### src/rtl/arb_pkg.sv
// rtl/arb_pkg.sv - shared sizes and FSM state encoding for the 8-way arbiter
package arb_pkg;
  localparam int N_REQ = 8;
  localparam int IDX_W = 3;

  typedef enum logic {
    ST_IDLE = 1'b0,
    ST_BUSY = 1'b1
  } state_t;
endpackage

### src/rtl/prio_enc8.sv
// rtl/prio_enc8.sv - combinational 8->3 priority encoder, highest set index wins
module prio_enc8
  import arb_pkg::*;
(
  input  logic [N_REQ-1:0] vec,
  output logic [IDX_W-1:0] idx,
  output logic             any
);

  always_comb begin
    idx = '0;
    for (int i = 0; i < N_REQ; i++) begin
      if (vec[i]) idx = IDX_W'(i);
    end
  end

  assign any = |vec;

endmodule

### src/rtl/prio_arbiter8.sv
// rtl/prio_arbiter8.sv - 8-requester arbiter: registered one-hot grant, hold,
// optional round-robin and a hold-time limit that forces release under contention
module prio_arbiter8
  import arb_pkg::*;
#(
  parameter int MAX_HOLD = 16
) (
  input  logic             clk,
  input  logic             rst_n,
  input  logic             rr_en,
  input  logic [N_REQ-1:0] req,
  output logic [N_REQ-1:0] gnt,
  output logic [IDX_W-1:0] gnt_idx,
  output logic             gnt_vld,
  output logic             preempt
);

  localparam int HOLD_W = (MAX_HOLD > 1) ? $clog2(MAX_HOLD) : 1;
  localparam logic [HOLD_W-1:0] HOLD_LAST = HOLD_W'((MAX_HOLD > 0) ? MAX_HOLD - 1 : 0);
  localparam bit HOLD_EN = (MAX_HOLD != 0);

  state_t            state;
  logic [IDX_W-1:0]  last_owner;
  logic [N_REQ-1:0]  pmask;
  logic [HOLD_W-1:0] hold_cnt;

  logic [N_REQ-1:0]  eff;
  logic [N_REQ-1:0]  lo;
  logic [IDX_W-1:0]  idx_lo;
  logic [IDX_W-1:0]  idx_all;
  logic              any_lo;
  logic              any_all;
  logic [IDX_W-1:0]  win_idx;
  logic              hold_last;
  logic              contention;

  assign eff = req & ~pmask;
  // Round-robin looks first below the previous owner, then wraps to the top.
  assign lo  = eff & ((N_REQ'(1) << last_owner) - N_REQ'(1));

  prio_enc8 u_enc_lo (
    .vec (lo),
    .idx (idx_lo),
    .any (any_lo)
  );

  prio_enc8 u_enc_all (
    .vec (eff),
    .idx (idx_all),
    .any (any_all)
  );

  assign win_idx    = (rr_en && any_lo) ? idx_lo : idx_all;
  assign hold_last  = (hold_cnt == HOLD_LAST);
  assign contention = |(req & ~gnt);

  always_ff @(posedge clk or negedge rst_n) begin
    if (!rst_n) begin
      state      <= ST_IDLE;
      gnt        <= '0;
      gnt_idx    <= '0;
      gnt_vld    <= 1'b0;
      preempt    <= 1'b0;
      last_owner <= '0;
      hold_cnt   <= '0;
      pmask      <= '0;
    end else begin
      preempt <= 1'b0;
      case (state)
        ST_IDLE: begin
          pmask <= '0;
          if (any_all) begin
            state    <= ST_BUSY;
            gnt      <= N_REQ'(1) << win_idx;
            gnt_idx  <= win_idx;
            gnt_vld  <= 1'b1;
            hold_cnt <= '0;
          end else begin
            gnt     <= '0;
            gnt_idx <= '0;
            gnt_vld <= 1'b0;
          end
        end
        ST_BUSY: begin
          if (!req[gnt_idx]) begin
            state      <= ST_IDLE;
            gnt        <= '0;
            gnt_idx    <= '0;
            gnt_vld    <= 1'b0;
            last_owner <= gnt_idx;
          end else if (HOLD_EN && hold_last && contention) begin
            state      <= ST_IDLE;
            gnt        <= '0;
            gnt_idx    <= '0;
            gnt_vld    <= 1'b0;
            preempt    <= 1'b1;
            last_owner <= gnt_idx;
            pmask      <= gnt;
          end else if (!hold_last) begin
            hold_cnt <= hold_cnt + HOLD_W'(1);
          end
        end
        default: state <= ST_IDLE;
      endcase
    end
  end

endmodule

### config.mk
export PLATFORM = sky130hd
export DESIGN_NAME = prio_arbiter8
export DESIGN_NICKNAME = d
export VERILOG_FILES = /design/src/rtl/arb_pkg.sv /design/src/rtl/prio_enc8.sv /design/src/rtl/prio_arbiter8.sv
export SDC_FILE = /design/constraint.sdc
export NUM_CORES = 1
export LEC_CHECK = 0
export BUFFER_PORTS_ARGS = -buffer_cell sky130_fd_sc_hd__buf_4
export CAP_MARGIN = 20
export CORE_ASPECT_RATIO = 1.2
export CORE_MARGIN = 2
export CORE_UTILIZATION = 28
export DETAILED_ROUTE_END_ITERATION = 16
export HOLD_SLACK_MARGIN = 0.05
export SYNTH_ARGS = -nofsm -noshare
export SYNTH_HDL_FRONTEND = slang
export SYNTH_SLANG_ARGS = --single-unit
### constraint.sdc
create_clock -name clk -period 3.03 [get_ports clk]
set_input_delay 0.303 -clock clk [delete_from_list [all_inputs] [get_ports clk]]
set_output_delay 0.303 -clock clk [all_outputs]
set_load 0.005 [all_outputs]
==> run_results.csv <==
group,metric,value,unit
yosys,synth_ff_type,"dfrtp_1",
timing,finalMaxSlewViolations,0,
global_routing,grt_pass1_vias,1354,
power,irDropWorstVdd,312.1,µV
yosys,async_reset_ff_frac,1.000,
detailed_routing,drtIter0Drc,66,
cells_and_area,layout.nets,204,
critical_path,worstPathMaxFanout,5,
critical_path,critPathKind,"flop to flop",
clocking,clock_latency,0.28,ns
die,ioPinCount,24,
yosys,synth_nets,177,
critical_path,cp_cell_sequence,"mux4_2 > mux2i_1 > nand2_1 > nand2_1 > mux2_2",
power,pwr_density_cell,822.1,nW/µm²
detailed_routing,wire_per_inst,14.99,µm
critical_path,reg2reg_from,"gnt_idx[0]",
die,dieWidth,74.38,µm
die,rows,30,
clocking,cts_tree,"built",
timing,slew_headroom,0.5840,
hold_path,hold_path.class,"input port to flop",
global_routing,grt_pass1_wl,6796,µm
hold_path,min_from,"rr_en",
timing,tns,0,ns
die,fp.dieH,88.45,µm
critical_path,cp-start-kind,"flop",
hold_path,hold_end,"gnt[1]",
yosys,ys_top_cells_by_count,"dfrtp_1, nand2_1, inv_1",
critical_path,rr_worst_depth,5,
clocking,h-tree-depth,2,
critical_path,r2r_slack,1.02,ns
timing,timing.final.crit_share,0.6624,
critical_path,critical-path-max-stage-delay,0.56,ns
cells_and_area,final_area,1998,µm²
global_routing,gr-usage-met3,0.03075,
power,p_sw_frac,0.4033,
global_routing,overflow,0,
timing,grt_setup_unrepaired,"false",
timing,period_needed,2.007,ns
clocking,cts_resized,0,
timing,worstMarginPinSlew,0.6217,ns
power,p_clk_frac,0.190,
detailed_routing,routed_wl,4078,µm
place,numPortBuffers,23,
yosys,synth_edf_count,0,
global_routing,grt_use_met2,0.2245,
power,p_leak,0.9115,nW
detailed_routing,viasPerCell,5.040,
detailed_routing,ant_nets,0,
detailed_routing,dr.pass1.iters,4,
place,hpwl,3155,µm
yosys,yosys_register_bits,29,
clocking,clock_sinks,29,
critical_path,crit_path_end_kind,"flop",
critical_path,crit_path_frequent_cell,"nand2_1",
critical_path,cpMaxStageDelayCell,"mux4_2",
critical_path,arrival,2.17,ns
place,dpl-instance-area,1902,µm²
yosys,synth.most_common_cell,"dfrtp_1",
global_routing,grt.met1_usage,0.1846,
yosys,netlist_area,1664,µm²
yosys,synth_cells,165,
timing,fmax,498.2,MHz
timing,finalSetupViolCount,0,
yosys,syn_avg_cell_area,10.09,µm²
global_routing,grt_max_degree,30,
clocking,numCtsBuffers,5,
cells_and_area,post-route-util,0.3502,
global_routing,top_usage_layer,"met2",
clocking,clockBufferDepth,2,
power,p_switching,0.0006625,W
cells_and_area,area_delta_synth_final,20.08,%
critical_path,crit_path_start,"gnt_idx[0]",
clocking,cts-root-buf,"clkbuf_8",
hold_path,min_path_cells,4,
power,combPwrFrac,0.421,
critical_path,cp.required,3.19,ns
die,core,5705,µm²
yosys,synth_warnings,0,
flow_run,maxCapViolations,0,
timing,finClkSkew,0.003071,ns
die,start_util,0.2917,
power,p_int,0.0009801,W
yosys,ys_types,49,
yosys,synth.area.top_cells,"dfrtp_1, nand2_1, a22o_1",
clocking,hold_buffers,1,
yosys,ys_seq_area_frac,0.4361,
detailed_routing,vias,1371,
place,globalplace.congestion,0.8551,
yosys,yosysTopAreaCell,"dfrtp_1",
critical_path,regToRegEndpoint,"last_owner[2]",
clocking,clk_pin_slew,0.06,ns
detailed_routing,drcViolationCount,0,
die,dieArea,6578,µm²
yosys,synth_top_area_frac,0.4361,
global_routing,antenna_found_initial,0,
cells_and_area,layout-drive-gt1-share,0.2760,
power,p_seq_frac,0.389,
timing,hold_viol_final,0,
global_routing,grt_use_total,0.1395,
outcome,status,"completed",
cells_and_area,antenna_cells,0,
clocking,postCtsSetupRepairBufs,0,
-- worst max path at each step --
stage                          endpoint  cells after the start
after CTS                 last_owner[2]                      5
final                     last_owner[2]                      5
after global routing        hold_cnt[2]                      5
after floorplan                  gnt[6]                      5
after detailed placement  last_owner[2]                      5
after global placement    last_owner[2]                      5
-- layer usage --
| layer | vias to the layer above | share of wire |
|---|---|---|
| met5 | - | 0 |
| met4 | 0 | 0.019 |
| met3 | 6 | 0.035 |
| met2 | 29 | 0.48 |
| met1 | 675 | 0.47 |
| li1 | 661 | - |
-- layout make-up --
cell class                      count  area (µm²)
Clock buffer                        7       86.33
Fill cell                         623        3707
Inverter                           16       60.06
Multi-Input combinational cell    116       843.3
Sequential cell                    29       725.7
Tap cell                           80       100.1
Timing Repair Buffer               24       182.7
-- power by group through the flow --
stage	sequential (W)	combinational [W]	clock, W
after floorplan	0.000584	0.000534	0
after global placement	0.000647	0.000689	0
after detailed placement	0.000647	0.000693	0
after CTS	0.000641	0.000695	0.000324
after global routing	0.000659	0.000778	0.000333
final	0.000639	0.000691	0.000312
-- cells in the final DEF (no fill, tap or decap), types with 3 or more instances in the layout --
master / count
nor2_1: 7
buf_4: 23
nor3_1: 3
mux2_2: 4
clkbuf_8: 6
a32o_1: 3
o21ai_1: 7
o22ai_1: 5
a22o_1: 8
o31ai_1: 4
nand2_1: 21
dfrtp_1: 29
inv_1: 15
o21ai_0: 3
nand4_1: 4
nand2b_1: 4
or2_2: 3
-- metrics by stage --
step / hold slack [ns] / setup slack (ns) / power [W] / cells
floorplan: 0.007409 / 1.207 / 0.001118 / 165
global placement: 0.2552 / 1.014 / 0.001335 / 264
detailed placement: 0.2581 / 1.016 / 0.001340 / 264
CTS: 0.4146 / 1.007 / 0.001661 / 272
global route: 0.4469 / 0.8584 / 0.001770 / 272
finish: 0.4223 / 1.023 / 0.001643 / 272
-- worst max-delay path: cells and delay by family, from the launching register on --
kind,cells,cell delay (ns)
DFF,1,0.48
muxes,3,1.11
and+or+nand+nor,2,0.30
-- cells by family after synthesis --
family | count (synthesis) | synth area share
fa+ha+maj | 1 | 0.007518
simple gates | 59 | 0.2008
buf+inv | 20 | 0.05714
mux | 8 | 0.06616
compound gates | 48 | 0.2323
flops | 29 | 0.4361
-- flip-flops by register name, summed over array words and instances (netlist names) --
signal	flops
gnt	8
last_owner	3
state	1
pmask	8
gnt_idx	3
hold_cnt	4
gnt_vld	1
preempt	1
No activity file was read; power rests on OpenSTA's default activity.
